File: config.mk
export PLATFORM = sky130hd
export DESIGN_NAME = stage_ctrl
export DESIGN_NICKNAME = d
export VERILOG_FILES = /design/src/rtl/stage_pkg.sv /design/src/rtl/stage_ctrl_click_pulse.sv /design/src/rtl/stage_ctrl.sv
export SDC_FILE = /design/constraint.sdc
export NUM_CORES = 1
export LEC_CHECK = 0
export ABC_AREA = 1
export CORE_UTILIZATION = 46
export DETAILED_ROUTE_END_ITERATION = 10
export GPL_ROUTABILITY_DRIVEN = 0
export GPL_TIMING_DRIVEN = 0
export PLACE_DENSITY = 0.75
export SLEW_MARGIN = 15
export SYNTH_ARGS = -nofsm -noshare
export SYNTH_HDL_FRONTEND = slang
export SYNTH_HIERARCHICAL = 1
export SYNTH_SLANG_ARGS = --single-unit
File: constraint.sdc
create_clock -name clk -period 1.58 [get_ports clk]
set_input_delay 0.316 -clock clk [delete_from_list [all_inputs] [get_ports clk]]
set_output_delay 0.316 -clock clk [all_outputs]
set_load 0.02 [all_outputs]
File: src/rtl/stage_pkg.sv
// Shared stage encodings, state width and role constants for the game stage controller.
package stage_pkg;

  localparam int STATE_W = 3;

  typedef enum logic [STATE_W-1:0] {
    ST_MENU      = 3'd0,
    ST_LINK      = 3'd1,
    ST_COUNTDOWN = 3'd2,
    ST_GAME      = 3'd3,
    ST_OVER      = 3'd4
  } stage_e;

  localparam logic ROLE_MASTER = 1'b0;
  localparam logic ROLE_SLAVE  = 1'b1;

endpackage

File: src/rtl/stage_ctrl_click_pulse.sv
// click_pulse: turns a button level into a registered one-cycle pulse on each 0->1 edge.
module click_pulse (
  input  logic clk,
  input  logic reset,
  input  logic level,
  output logic pulse
);

  logic level_q, level_d;
  logic pulse_q, pulse_d;

  always_comb begin
    level_d = level;
    pulse_d = level & ~level_q;
  end

  always_ff @(posedge clk or posedge reset) begin
    if (reset) begin
      level_q <= 1'b0;
      pulse_q <= 1'b0;
    end else begin
      level_q <= level_d;
      pulse_q <= pulse_d;
    end
  end

  assign pulse = pulse_q;

endmodule

File: src/rtl/stage_ctrl.sv
// Stage controller: MENU/LINK/COUNTDOWN/GAME/OVER sequencing with peer link handshake.
// Optional LINK timeout is built when STAGE_CTRL_TIMEOUT_EN is defined.
module stage_ctrl
  import stage_pkg::*;
#(
  parameter int NUM_PEERS        = 1,
  parameter int COUNTDOWN_CYCLES = 100000000,
  parameter int TIMEOUT_CYCLES   = 500000000
) (
  input  logic                                  clk,
  input  logic                                  reset,
  input  logic                                  mouse_left,
  input  logic                                  on_start_btn,
  input  logic                                  on_connect_btn,
  input  logic                                  on_return_btn,
  input  logic                                  game_finish,
  input  logic [NUM_PEERS-1:0]                  rx_connect,
  input  logic [NUM_PEERS-1:0]                  rx_start,
  input  logic [NUM_PEERS-1:0]                  rx_finish,
  output logic                                  tx_connect,
  output logic                                  tx_start,
  output logic                                  tx_finish,
  output logic [STATE_W-1:0]                    state,
  output logic                                  role,
  output logic [NUM_PEERS-1:0]                  linked,
  output logic                                  game_init,
  output logic                                  timeout,
  output logic [$clog2(COUNTDOWN_CYCLES+1)-1:0] count_left
);

  localparam int CW = $clog2(COUNTDOWN_CYCLES+1);
  localparam logic [CW-1:0] COUNT_LOAD = CW'(COUNTDOWN_CYCLES - 1);

  if (NUM_PEERS < 1 || NUM_PEERS > 4 || COUNTDOWN_CYCLES < 1 || TIMEOUT_CYCLES < 1) begin : g_param_check
    $error("stage_ctrl: parameter out of range");
  end

  logic click;

  click_pulse u_click (
    .clk   (clk),
    .reset (reset),
    .level (mouse_left),
    .pulse (click)
  );

  stage_e               state_q, state_d;
  logic                 role_q, role_d;
  logic [NUM_PEERS-1:0] linked_q, linked_d;
  logic                 tx_connect_q, tx_connect_d;
  logic                 tx_start_q, tx_start_d;
  logic                 tx_finish_q, tx_finish_d;
  logic [CW-1:0]        count_q, count_d;
  logic                 timeout_q, timeout_d;
  logic                 link_expired;

`ifdef STAGE_CTRL_TIMEOUT_EN
  localparam int TW = $clog2(TIMEOUT_CYCLES+1);
  localparam logic [TW-1:0] TIMER_LAST = TW'(TIMEOUT_CYCLES - 1);
  logic [TW-1:0] timer_q, timer_d;

  // Timer sits at zero outside LINK so every LINK entry starts a fresh dwell.
  always_comb begin
    timer_d = '0;
    if (state_q == ST_LINK && state_d == ST_LINK) timer_d = timer_q + 1'b1;
  end

  always_ff @(posedge clk or posedge reset) begin
    if (reset) timer_q <= '0;
    else       timer_q <= timer_d;
  end

  assign link_expired = (timer_q == TIMER_LAST);
`else
  assign link_expired = 1'b0;
`endif

  always_comb begin
    state_d      = state_q;
    role_d       = role_q;
    linked_d     = linked_q;
    tx_connect_d = tx_connect_q;
    tx_start_d   = 1'b0;
    tx_finish_d  = tx_finish_q;
    count_d      = '0;
    timeout_d    = 1'b0;

    case (state_q)
      ST_MENU: begin
        linked_d     = '0;
        tx_connect_d = 1'b0;
        tx_finish_d  = 1'b0;
        role_d       = ROLE_MASTER;
        if (click && on_connect_btn) begin
          state_d      = ST_LINK;
          role_d       = |rx_connect ? ROLE_SLAVE : ROLE_MASTER;
          tx_connect_d = 1'b1;
        end else if (click && on_start_btn) begin
          state_d = ST_COUNTDOWN;
          count_d = COUNT_LOAD;
        end
      end

      ST_LINK: begin
        linked_d = linked_q | rx_connect;
        if (click && on_return_btn) begin
          state_d      = ST_MENU;
          linked_d     = '0;
          role_d       = ROLE_MASTER;
          tx_connect_d = 1'b0;
        end else if (role_q == ROLE_MASTER && click && on_start_btn && (&linked_q)) begin
          state_d    = ST_COUNTDOWN;
          count_d    = COUNT_LOAD;
          tx_start_d = 1'b1;
        end else if (role_q == ROLE_SLAVE && |(rx_start & linked_q)) begin
          state_d = ST_COUNTDOWN;
          count_d = COUNT_LOAD;
        end else if (link_expired) begin
          state_d      = ST_MENU;
          linked_d     = '0;
          role_d       = ROLE_MASTER;
          tx_connect_d = 1'b0;
          timeout_d    = 1'b1;
        end
      end

      ST_COUNTDOWN: begin
        if (count_q == '0) state_d = ST_GAME;
        else               count_d = count_q - 1'b1;
      end

      ST_GAME: begin
        if (game_finish || |(rx_finish & linked_q)) begin
          state_d     = ST_OVER;
          tx_finish_d = tx_finish_q | game_finish;
        end
      end

      ST_OVER: begin
        if (click && on_return_btn) begin
          state_d      = ST_MENU;
          linked_d     = '0;
          role_d       = ROLE_MASTER;
          tx_connect_d = 1'b0;
          tx_finish_d  = 1'b0;
        end
      end

      default: begin
        state_d      = ST_MENU;
        linked_d     = '0;
        role_d       = ROLE_MASTER;
        tx_connect_d = 1'b0;
        tx_finish_d  = 1'b0;
      end
    endcase
  end

  always_ff @(posedge clk or posedge reset) begin
    if (reset) begin
      state_q      <= ST_MENU;
      role_q       <= ROLE_MASTER;
      linked_q     <= '0;
      tx_connect_q <= 1'b0;
      tx_start_q   <= 1'b0;
      tx_finish_q  <= 1'b0;
      count_q      <= '0;
      timeout_q    <= 1'b0;
    end else begin
      state_q      <= state_d;
      role_q       <= role_d;
      linked_q     <= linked_d;
      tx_connect_q <= tx_connect_d;
      tx_start_q   <= tx_start_d;
      tx_finish_q  <= tx_finish_d;
      count_q      <= count_d;
      timeout_q    <= timeout_d;
    end
  end

  assign state      = state_q;
  assign role       = role_q;
  assign linked     = linked_q;
  assign tx_connect = tx_connect_q;
  assign tx_start   = tx_start_q;
  assign tx_finish  = tx_finish_q;
  assign count_left = count_q;
  assign timeout    = timeout_q;
  assign game_init  = (state_q != ST_GAME);

endmodule

==> results of run 1 <==
routing by layer:
layer	part of all wire, %	wire [microns]	vias up
li1	-	-	1071
met1	43	2440	1041
met2	51	2880	71
met3	4.8	272	7
met4	1.3	72	0
met5	0	0	-
how the worst max path moves through the flow:
stage	from	to	depth (start not counted)
final	count_left[9]	state[0]	11
after global routing	count_left[8]	state[0]	11
after CTS	count_left[0]	state[0]	12
after detailed placement	on_return_btn	count_left[5]	7
after global placement	reset	count_left[1]	2
after floorplan	count_left[1]	count_left[13]	10
layout by cell type (no fill, tap or decap), types with 2 or more instances in the layout:
cell | Yosys | routed
o21ai_1 | 0 | 7
nand2_2 | 3 | 4
dlymetal6s2s_1 | 0 | 2
xor2_1 | 11 | 11
o21ai_0 | 23 | 14
inv_2 | 3 | 8
nor2_4 | 6 | 11
dfrtp_1 | 37 | 32
inv_4 | 1 | 2
dlygate4sd2_1 | 0 | 33
xnor2_1 | 2 | 2
nor2_2 | 4 | 12
a21oi_1 | 3 | 3
nand2_4 | 2 | 3
nand2_1 | 70 | 67
o21ai_2 | 0 | 2
buf_4 | 1 | 18
nand4_1 | 6 | 6
nor2_1 | 48 | 35
clkbuf_8 | 0 | 7
clkdlybuf4s50_1 | 0 | 9
nor3_1 | 2 | 2
buf_6 | 2 | 6
dfrtp_2 | 0 | 5
nand3_2 | 1 | 4
inv_1 | 31 | 25
nand3_1 | 25 | 21
nand3b_1 | 3 | 3
critical path: cells and delay by family (launching register included):
family        cells  cell delay (ps)
flops             1              440
simple gates      9              840
buf+inv           2              180
flip-flops by register name (all words and copies together), names as in the netlist:
register / cells
linked: 1
role: 1
state: 3
tx_connect: 1
count_left: 27
u_click/pulse: 1
u_click/level_q: 1
tx_finish: 1
tx_start: 1
timing repair:
| item | CTS | global route |
|---|---|---|
| gates resized for setup | 54 | 41 |
| gates cloned | 2 | 0 |
| pin swaps | 6 | 12 |
| hold buffers | 0 | 0 |
| setup buffers | 14 | 8 |
| endpoints found under the setup margin | 63 | 33 |
kinds of logic (layout without fill, tap and decap cells):
group / Yosys count / in the layout
adder cells (fa/ha/maj): 1 / 1
XOR/XNOR: 13 / 13
buffers and inverters: 39 / 115
flip-flops: 37 / 37
other: 1 / 1
AO/OA/AOI/OAI: 28 / 28
AND/OR/NAND/NOR: 172 / 172
metrics by stage:
step | setup slack [ps] | hold slack, ps | cell area (sq um) | setup TNS [ps]
after floorplan | 2.05 | 57.2 | 2200 | 0
after global placement | -507 | 399 | 2710 | -18620
after detailed placement | -308 | 422 | 2710 | -5290
after CTS | -22.5 | 215 | 2950 | -25.0
after global routing | -76.4 | 226 | 3130 | -671
final | 8.25 | 219 | 3130 | 0
layout make-up:
cell class	count	area, sq um	share of cell area [%]
Multi-Input combinational cell	215	1220	38.9
Sequential cell	37	932	29.8
Timing Repair Buffer	68	629	20.1
Inverter	35	136	4.36
Clock buffer	7	96.3	3.08
Tap cell	52	65.1	2.08
Buffer	4	45.0	1.44
Clock inverter	1	8.76	0.280
where the power goes:
| group | total [mW] | leakage, nW | switching, mW | internal, mW |
|---|---|---|---|---|
| combinational | 5.49 | 1.23 | 3.27 | 2.22 |
| clock | 0.759 | 0.0549 | 0.356 | 0.403 |
| sequential | 1.69 | 0.489 | 0.412 | 1.28 |
| total | 7.95 | 1.77 | 4.04 | 3.91 |
==> results.txt, run 1 <==
Crit-path cells = nor2_2 -> nand2_1 -> nor2_4 -> nand2_4 -> inv_4 -> nand2_4 -> nand2_8 -> buf_6 -> nand2_2 -> nand2_1 -> nand2_1
Area growth, synth to finish = 43.4%
Die X = 70.9 microns
Clock Tree Buf Depth = 2
Cells on worst reg2reg path = 11
Async set-or-reset flop fraction in the synthesized netlist = 100%
Ports = 47
Inst Count DP = 388
Largest family of logic cells by synthesized area = simple AND/OR/NAND/NOR gates
Htree depth = 2
CP Class = flip-flop to flip-flop
Post-Route Skew = 6.80 ps
Pwr Total = 7.95 mW
Critical path required time = 1770 ps
Synth top area cells = dfrtp_1 42%, nand2_1 12%, nor2_1 8.3%, nand3_1 5.7%, inv_1 5.3%
Crit. End Element = flip-flop
HPWL after DPL = 3.71 mm
Failing checks = design-rule violations
Leakage power = 1.77 nW
Vias in the first global route = 2046
Fillers = 345
Top FF cell, synth = dfrtp_1
Per-cell routed wire length = 13.5 microns
Reg2Reg Capture Point = state[0]
Crit-path slowest cell = dfrtp_1
Worst hold path class = input pin to asynchronous set/reset pin
Final Instance Count excl. Fillers = 419
Via count = 2190
Area fraction of the dominant cell type after synthesis = 42.4%
CTS sink cnt = 37
Worst slew margin = 50.9%
Final Core Density = 70.4%
1st-iter DRT viols = 128
Number of synthesized flops with an enable pin = 0
Post-Synth Simple-Gate Area = 36.7%
Count leader, synth = nand2_1
N_diodes = 0
Endpoints failing setup = 0
Share of cells above drive strength 1 = 25.1%
Global-route wire length before repair = 9.29 mm
Die footprint = 5020 sq um
Post-route ant nets = 0
Adder-cell share of the synthesized area = 0.573%
Final hold violations = 0
Flops & latches, synth = 37
RSZ-0062 raised after global routing = true
Initial core utilization = 49.1%
Final nets = 377
Worst-margin pin slew = 735 ps
Minimum clock period = 1570 ps
Commonest cells post-synth = 70 x nand2_1, 48 x nor2_1, 37 x dfrtp_1
Status = finished, violations left
Post-synthesis mux area share = 0%
DRT Wirelength = 5.67 mm
TritonCTS clock tree = done
Drt first pass iters = 7
Compound-cell area share of the yosys netlist = 6.71%
Synth cell types = 28
Max-Cap Viols = 0
Largest net degree at the start of global routing = 36
Total grt overflow = 0
CTS buffer count = 5
Fmax = 636 MHz
Die height = 70.9 microns
Cell row count = 24
Clk Latency, worst-skew pair = 290 ps
Core Area = 4440 sq um
Met3 usage = 4.84%
Critical Path AT = 1760 ps
GRT busiest layer = met2
Max-slew violations = 0
Final period util = 99.5%
Met2 usage = 42.2%
Reg clk slew, reported paths = 80 ps
Yosys top cell by area = dfrtp_1
Initial antenna violation count = 0
Mapped Nets = 302
Synth Instances = 291
Sequential fraction of the synthesis area = 42.4%
Avg Cell Area, Syn = 7.50 sq um
Worst VDD drop = 0.00113 V
Met1 Track Usage GR = 29.2%
Clock root cell = clkbuf_8
Cell area after synthesis = 2180 sq um
Setup slack on the worst flop-to-flop path = 8 ps
Critical Path Source Type = flip-flop
DRC = 8
Overall routing resource usage = 23.8%
XOR/XNOR share of the synthesized area = 5.22%
IO buf count = 45
Via-to-Cell Ratio = 5.23
Delay of the slowest cell on the worst path = 440 ps
Worst r2r src = count_left[9]
Yosys warns = 6
Worst-path maximum fanout = 7
Cell mode on critical path = nand2_1
PwrDens = 2540 nW/um^2
(Power assumes the default switching activity.)
==> inputs of run 2 (changes only) <==
--- a/config.mk
+++ b/config.mk
@@ -6,6 +6,7 @@
 export NUM_CORES = 1
 export LEC_CHECK = 0
 export ABC_AREA = 1
+export CORE_ASPECT_RATIO = 1.5
 export CORE_UTILIZATION = 46
 export DETAILED_ROUTE_END_ITERATION = 10
 export GPL_ROUTABILITY_DRIVEN = 0
==> run 2 against run 1 <==
- the flow now finishes without violations
- non-clock buffer count shrank 1
- routed wire length is essentially flat
- clock skew is essentially flat
- worst setup slack gained 11 ps
- hold slack gained 5.7 ps
- flip-flop and latch count is the same
- critical path depth grew 1
- clock power shrank 16%
- core utilization shrank 1.8 points
- critical endpoint unchanged
- largest cell class unchanged
- largest power group unchanged
==> results.txt, run 2 (synthesis gave the netlist of run 1 again) <==
Status = completed
Max-slew violations = 0
PwrDens = 2490 nW/um^2
Area growth, synth to finish = 42.7%
Fmax = 641 MHz
Place WS = -320 ps
Clk Latency, worst-skew pair = 290 ps
Post-Route Skew = 6.92 ps
Worst-path maximum fanout = 7
Largest net degree at the start of global routing = 36
Crit path from = count_left[1]
DRC = 0
Clock Tree Buf Depth = 2
CTS sink cnt = 37
Worst hold path class = input pin to asynchronous set/reset pin
Critical Path AT = 1740 ps
Clock network power share = 8.3%
Max-Cap Viols = 0
Hold WS = 224 ps
Cell row count = 30
Per-cell routed wire length = 13.2 microns
Cells on worst reg2reg path = 12
Total grt overflow = 0
P_sw = 3.95 mW
HPWL after DPL = 3.69 mm
Int Pwr = 3.79 mW
Commonest non-fill, non-tap cell in the layout = nand2_1
Fin Setup TNS = 0 ps
Die footprint = 5030 sq um
N_diodes = 0
Core Area = 4540 sq um
Flop pwr share = 22.2%
Largest register FFs = 27
Die X = 58.2 microns
TritonCTS clock tree = done
CTS buffer count = 5
Leakage power = 1.73 nW
DRT Wirelength = 5.67 mm
Clock root cell = clkbuf_8
PnR worst setup slack = 19.5 ps
Via-to-Cell Ratio = 5.00
Final nets = 376
Inst Count DP = 400
Most frequent cells in the layout = 65 x nand2_1, 33 x nor2_1, 33 x dlygate4sd2_1
Final Instance Count excl. Fillers = 430
Overall routing resource usage = 23.5%
Endpoints failing setup = 0
Worst r2r src = count_left[1]
CP Class = flip-flop to flip-flop
1st-iter DRT viols = 107
Post-route cell area = 3110 sq um
Minimum clock period = 1560 ps
Drt first pass iters = 4
Htree depth = 2
Worst-margin pin slew = 752 ps
Reg clk slew, reported paths = 70 ps
Fillers = 369
Worst slew margin = 49.8%
Via count = 2149
Worst VDD drop = 0.00106 V
IO buf count = 45
Global-route wire length before repair = 9.05 mm
Share of cells above drive strength 1 = 24.6%
Critical path required time = 1760 ps
Final period util = 98.8%
RSZ-0062 raised after global routing = true
Critical Path Source Type = flip-flop
Final hold violations = 0
Ports = 47
Die height = 86.4 microns
Post-route ant nets = 0
Comb pwr share = 69.6%
Vias in the first global route = 2059
Initial antenna violation count = 0
Crit. End Element = flip-flop
Cell Area, Placed = 2730 sq um
Initial core utilization = 48.0%
Switching Share = 51.0%
Hold_buf cts = 0
-- run 2: changes by cell type in the layout (fill, tap and decap cells not counted), sizes merged --
cell	previous run	this run
clkdlybuf4s50	9	10
buf	28	27
inv	36	35
clkbuf	7	8
dlymetal6s2s	2	1
-- run 2: path summary, 6_finish.rpt --
path                                       to  slack, ps
min in group clk                u_click/pulse        420
worst min-delay path            u_click/pulse        220
max in group asynchronous       count_left[0]        550
worst max register to register       state[0]         20
worst max-delay path                 state[0]         20
worst min register to register  u_click/pulse        420
-- run 2: metal layers --
| metal | GRT usage (%) | routed length (microns) | vias up |
|---|---|---|---|
| met3 | 4.18 | 210 | 16 |
| met4 | 10.6 | 155 | 0 |
| li1 | - | - | 1074 |
| met2 | 42.6 | 3100 | 66 |
| met5 | 0 | 0 | - |
| met1 | 26.0 | 2200 | 993 |
-- run 2: power by group through the flow --
stage	Combinational, mW	Sequential, mW	Clock (mW)
6_report	5.39	1.72	0.641
4_1_cts	4.88	1.67	0.667
5_1_grt	5.95	1.77	0.698
2_1_floorplan	2.86	1.98	0
3_5_place_dp	4.49	1.68	0
3_3_place_gp	4.42	1.67	0
-- run 2: cell type report --
class | instances | area [sq um] | area share (%)
Buffer | 4 | 45.0 | 1.45
Clock buffer | 8 | 80.1 | 2.57
Inverter | 35 | 139 | 4.46
Multi-Input combinational cell | 215 | 1210 | 38.8
Sequential cell | 37 | 933 | 30.0
Tap cell | 64 | 80.1 | 2.57
Timing Repair Buffer | 67 | 628 | 20.2
-- run 2: repair_timing --
item | in CTS | in global routing
cloned | 2 | 0
endpoints found under the setup margin | 62 | 32
pin swaps | 7 | 10
gates resized for setup | 59 | 32
setup buffers | 10 | 10
hold endpoints to repair | 0 | 0
-- run 2: metrics by stage --
stage               total power [mW]  util [%]
detailed placement              6.16      60.1
CTS                             7.21      64.4
global route                    8.41      68.6
global placement                6.10      60.1
floorplan                       4.84         -
finish                          7.74      68.6
-- run 2: critical path: stages, from the launching register on --
cell,delay (ps)
dfrtp_2,430
inv_4,80
ha_4,150
nand3_4,80
nor2_4,140
nand2_4,100
inv_4,70
nand2_4,60
nand2_8,100
buf_6,100
nand2_2,40
nand2_2,60
nand2_1,50
